## config.mk

```make
export PLATFORM = sky130hd
export DESIGN_NAME = transmission_mult_pipe
export DESIGN_NICKNAME = d
export VERILOG_FILES = /design/src/rtl/dehaze_pkg.sv /design/src/rtl/te_chan_scale.sv /design/src/rtl/transmission_mult_pipe.sv
export SDC_FILE = /design/constraint.sdc
export NUM_CORES = 1
export LEC_CHECK = 0
export BUFFER_PORTS_ARGS = -buffer_cell sky130_fd_sc_hd__buf_2
export CAP_MARGIN = 20
export CORE_MARGIN = 2
export CORE_UTILIZATION = 43
export CTS_CLUSTER_DIAMETER = 150
export CTS_CLUSTER_SIZE = 24
export DETAILED_ROUTE_END_ITERATION = 8
export GPL_TIMING_DRIVEN = 0
export SLEW_MARGIN = 0
export SYNTH_ARGS = -nofsm -noshare
export SYNTH_HDL_FRONTEND = slang
export SYNTH_SLANG_ARGS = --single-unit
```

## constraint.sdc

```tcl
create_clock -name clk -period 16.3 [get_ports clk]
set_clock_uncertainty 0.1 [all_clocks]
set_input_delay 0 -clock clk [delete_from_list [all_inputs] [get_ports clk]]
set_output_delay 0 -clock clk [all_outputs]
set_load 0.02 [all_outputs]
```

## src/rtl/dehaze_pkg.sv

```systemverilog
// rtl/dehaze_pkg.sv - shared dehaze defaults used by airlight, filter and transmission blocks
package dehaze_pkg;
    localparam int DEF_CH = 3;
    localparam int DEF_DW = 8;
    localparam int DEF_IW = 14;
    localparam int DEF_OF = 10;
    // Transmission floor in Q1.OF, about 0.1 at OF=10
    localparam int DEF_T0 = 102;
endpackage

```

## src/rtl/te_chan_scale.sv

```systemverilog
// rtl/te_chan_scale.sv - one channel: registered Pc*inv product, then shift and saturate to Q0.OF
module te_chan_scale #(
    parameter int DW = 8,
    parameter int IW = 14,
    parameter int OF = 10
) (
    input  logic          clk,
    input  logic          rst,
    input  logic          en,
    input  logic [DW-1:0] pix,
    input  logic [IW-1:0] inv,
    output logic [OF-1:0] q
);
    logic [DW+IW-1:0] prod;
    logic [DW+IW-1:0] shifted;

    always_ff @(posedge clk) begin
        if (rst) begin
            prod <= '0;
        end else if (en) begin
            prod <= (DW+IW)'(pix) * (DW+IW)'(inv);
        end
    end

    // Any bit above the OF-bit fraction means the ratio reached 1.0: clamp instead of wrapping
    always_comb begin
        shifted = prod >> (IW - OF);
        if (|shifted[DW+IW-1:OF]) begin
            q = '1;
        end else begin
            q = shifted[OF-1:0];
        end
    end
endmodule

```

## src/rtl/transmission_mult_pipe.sv

```systemverilog
// rtl/transmission_mult_pipe.sv - 3-stage dark-channel transmission estimate t = max(1 - w*min(Pc/Ac), t0)
module transmission_mult_pipe
    import dehaze_pkg::*;
#(
    parameter int CH = DEF_CH,
    parameter int DW = DEF_DW,
    parameter int IW = DEF_IW,
    parameter int OF = DEF_OF,
    parameter int T0 = DEF_T0
) (
    input  logic             clk,
    input  logic             rst,
    input  logic             s_valid,
    output logic             s_ready,
    input  logic             s_sof,
    input  logic [CH*DW-1:0] s_data,
    input  logic             inv_wr,
    input  logic [CH*IW-1:0] inv_data,
    output logic             m_valid,
    input  logic             m_ready,
    output logic             m_sof,
    output logic [OF-1:0]    m_min,
    output logic [OF:0]      m_trans
);
    localparam logic [OF:0] ONE_Q = {1'b1, {OF{1'b0}}};
    localparam logic [OF:0] T0_Q  = (OF+1)'(T0);

    logic             adv;
    logic             accept;
    logic [CH*IW-1:0] inv_pending;
    logic [CH*IW-1:0] inv_active;
    logic [CH*IW-1:0] inv_sel;
    logic [CH*IW-1:0] inv_use;
    logic             v1, sof1, v2, sof2;
    logic [OF-1:0]    min2;
    logic [OF-1:0]    q [CH];
    logic [OF-1:0]    ch_min;
    logic [OF:0]      t_raw;
    logic [OF:0]      t_clamp;

    assign adv     = !m_valid || m_ready;
    assign s_ready = rst || adv;
    assign accept  = s_valid && s_ready;

    // A frame start switches to the newest pending set, including one written in the same cycle
    assign inv_sel = inv_wr ? inv_data : inv_pending;
    assign inv_use = (accept && s_sof) ? inv_sel : inv_active;

    always_ff @(posedge clk) begin
        if (rst) begin
            inv_pending <= '0;
            inv_active  <= '0;
        end else begin
            if (inv_wr) begin
                inv_pending <= inv_data;
            end
            if (accept && s_sof) begin
                inv_active <= inv_sel;
            end
        end
    end

    for (genvar c = 0; c < CH; c++) begin : g_chan
        te_chan_scale #(.DW(DW), .IW(IW), .OF(OF)) u_scale (
            .clk (clk),
            .rst (rst),
            .en  (adv),
            .pix (s_data[c*DW +: DW]),
            .inv (inv_use[c*IW +: IW]),
            .q   (q[c])
        );
    end

    always_comb begin
        ch_min = q[0];
        for (int c = 1; c < CH; c++) begin
            if (q[c] < ch_min) begin
                ch_min = q[c];
            end
        end
    end

    always_comb begin
        t_raw   = ONE_Q - {1'b0, min2};
        t_clamp = (t_raw < T0_Q) ? T0_Q : t_raw;
    end

    always_ff @(posedge clk) begin
        if (rst) begin
            v1      <= 1'b0;
            sof1    <= 1'b0;
            v2      <= 1'b0;
            sof2    <= 1'b0;
            min2    <= '0;
            m_valid <= 1'b0;
            m_sof   <= 1'b0;
            m_min   <= '0;
            m_trans <= '0;
        end else if (adv) begin
            v1      <= accept;
            sof1    <= s_sof && accept;
            v2      <= v1;
            sof2    <= sof1;
            min2    <= ch_min;
            m_valid <= v2;
            m_sof   <= sof2;
            m_min   <= min2;
            m_trans <= t_clamp;
        end
    end
endmodule

```

==> reports/metrics.cfg <==
[outcome]
status = finished clean

[power]
p_leak_uw = 0.00952
powerDensity_nw_per_um2 = 141
power.ir.vdd_worst_mv = 0.0975

[floorplan]
die_w_um = 207
die_area_sq_um = 42900
core_region_area_sq_um = 40700
start_util_pct = 43.5
pin_count = 96
num_rows = 74
die_h_um = 207

[logic_synthesis]
synth.avg_cell_area_sq_um = 8.55
synth-edff-count = 0
synth_cell_type_count = 68
ys_seq_elements = 175
synth-main-ff-cell = dfxtp_1
ys_warn_count = 0
postSynthCellCount = 2074
synth.net_count = 2498
yosysSeqAreaShare_pct = 19.8
synthArstFlopShare_pct = 0
netlist_area_sq_um = 17700

[layout]
final_cell_mix = inv_1 (279), nor2b_1 (226), fa_1 (216), nand2_1 (208), nor2_1 (177)
diodes = 0
final_layout_size_suffix_gt1_share_pct = 6.90
nets = 2659
syn2layout_area_growth_pct = 12.7
final_common_cell = inv_1
fin_area_sq_um = 20000
utilization_pct = 49.0
fill_cells = 3980

[placement]
place_area_sq_um = 18900
place_hpwl_um = 39200
io_buffers = 94
place.gp.congestion = 0.911
dp_slack_ps = 8650

[setup_path]
worst_setup_path_start_kind = flop
worstSetupPathType = flop to flop
r2r_start = m_valid$_SDFFE_PP0P_
worstRegToRegCells = 23
r2r_slack_ps = 8610
crit_required_ps = 16570
critPathLaunch = m_valid$_SDFFE_PP0P_
end_kind = flop
reg2reg_to = g_chan[2].u_scale.prod[21]$_SDFFE_PP0P_
worstPathArrival_ps = 7960
cp_max_fo = 10

[timing]
rsz0062_at_grt = no
slew_violations = 0
fin_tns_setup_ps = 0
slew_headroom_pct = 29.6
finalCritPeriodShare_pct = 47.2
finalHoldViolations = 0
worst_slack_ps = 8610
finalSetupViolCount = 0
hold_slack_ps = 13.5
worst_slew_pin_slew_ps = 1050
fmax_ghz = 0.130
fin_crit_ps = 7690

[global_routing]
grt_use_total_pct = 23.3
met1_usage_pct = 32.0
first_global_vias = 14677
busiest_layer = met2
use_met3_pct = 2.99
grt_overflow = 0
grt_pass1_wl_um = 79000
grt_max_degree = 19
antenna_found_initial = 0
grt_use_met2_pct = 38.0

[drt]
antenna_left = 0
first_iter_violations = 853
vias = 14510
vias_per_cell = 5.22
firstDrtPassIters = 5
avgRoutedWirePerCell_um = 17.6
drc = 0
routed_wl_um = 48800

[cts]
clk_latency_ps = 470
cts_buffer_depth = 2
cts_tree = built
cts_made_buffers = 17
clock-root-buffer = clkbuf_16
clk_pin_slew_ps = 80
cts-htree-levels = 4
cts_resized = 0
cts.sinks = 175

[worst_hold_path]
hold_depth = 4
hold_class = input port to flop
hold_start = s_data[1]
hold_end = g_chan[0].u_scale.prod[4]$_SDFFE_PP0P_

[flow_run]
cap_viol_max_count = 0

==> cell type report <==
class / count / area (sq um) / share of cell area, %
multi-input cells: 1539 / 12900 / 64.4
inverters: 280 / 1050 / 5.26
repair buffers: 142 / 951 / 4.76
well taps: 532 / 666 / 3.33
clock inverters: 14 / 190 / 0.952
plain buffers: 80 / 308 / 1.54
clock buffers: 18 / 439 / 2.20
flip-flops and latches: 175 / 3500 / 17.5
==> worst max-delay path by stage <==
stage / to / slack [ps] / depth (start not counted)
2_1_floorplan: g_chan[2].u_scale.prod[21]$_SDFFE_PP0P_ / 10260 / 23
3_3_place_gp: g_chan[2].u_scale.prod[21]$_SDFFE_PP0P_ / 8800 / 23
3_5_place_dp: g_chan[2].u_scale.prod[21]$_SDFFE_PP0P_ / 8650 / 23
4_1_cts: g_chan[2].u_scale.prod[21]$_SDFFE_PP0P_ / 8610 / 23
5_1_grt: g_chan[2].u_scale.prod[21]$_SDFFE_PP0P_ / 8080 / 23
6_report: g_chan[2].u_scale.prod[21]$_SDFFE_PP0P_ / 8610 / 23
==> per-stage QoR <==
stage                     total power [uW]  cells
after floorplan                       1940   2074
after global placement                2340   2700
after detailed placement              2370   2700
after CTS                             2830   2780
after global routing                  3100   2780
final                                 2820   2780
==> logic make-up after synthesis <==
| group | synth area share (%) |
|---|---|
| multiplexers | 2.93 |
| flip-flops | 19.8 |
| XOR/XNOR | 2.02 |
| adder cells (fa/ha/maj) | 34.0 |
| buffers and inverters | 7.66 |
| AND/OR/NAND/NOR | 23.4 |
| AO/OA/AOI/OAI | 10.3 |
==> critical path: stages (launching register included) <==
cell and delay (ps):
dfxtp_1 370, nor3b_4 200, nor2_1 690, clkbuf_1 360, buf_1 620, o21ai_1 420, nand2b_1 280, fa_1 500
fa_1 550, inv_1 50, fa_1 470, inv_1 50, fa_1 470, inv_1 40, ha_1 330, o21ai_0 120
a21oi_1 100, o211ai_1 230, a21oi_1 130, o41ai_1 540, o2111ai_1 270, a41oi_1 290, xnor2_1 140, a211oi_1 250
==> report_power, final <==
part	total (uW)	internal (uW)	leakage [uW]	switching, uW
Combinational	1800	759	0.00776	1040
Clock	443	239	0.000309	204
Sequential	585	524	0.00145	60.7
Total	2820	1520	0.00952	1300
==> per-layer routing <==
layer  part of all wire [%]  wire [um]  up-vias
li1                       -          -     6952
met1                     47      23100     7191
met2                     46      22500      299
met3                    3.9       1900       68
met4                    2.7       1310        0
met5                      0          0        -
==> sequential cells by signal, indices dropped and copies added, names as in the netlist <==
name / count
sof2: 1
v1: 1
m_min: 10
inv_active: 42
m_sof: 1
inv_pending: 42
m_valid: 1
g_chan.u_scale.prod: 54
v2: 1
min2: 10
sof1: 1
m_trans: 11
==> synth_stat cells, types with 36 or more instances <==
cell type	number	share of area [%]
ha_1	136	9.6
clkbuf_1	55	1.2
nand2_1	208	4.4
nor2_1	177	3.7
nand2b_1	38	1.3
o21ai_0	36	1.0
fa_1	216	24
a21oi_1	91	2.6
dfxtp_1	175	20
inv_1	279	5.9
nor2b_1	226	8.0
mux2i_1	43	2.4
and2_1	61	2.2
==> timing repair <==
item                      4_1_cts  5_1_grt
hold endpoints to repair       43        0
hold buffers                   48        0
buffers inserted                0        0
(Power assumes the default switching activity.)
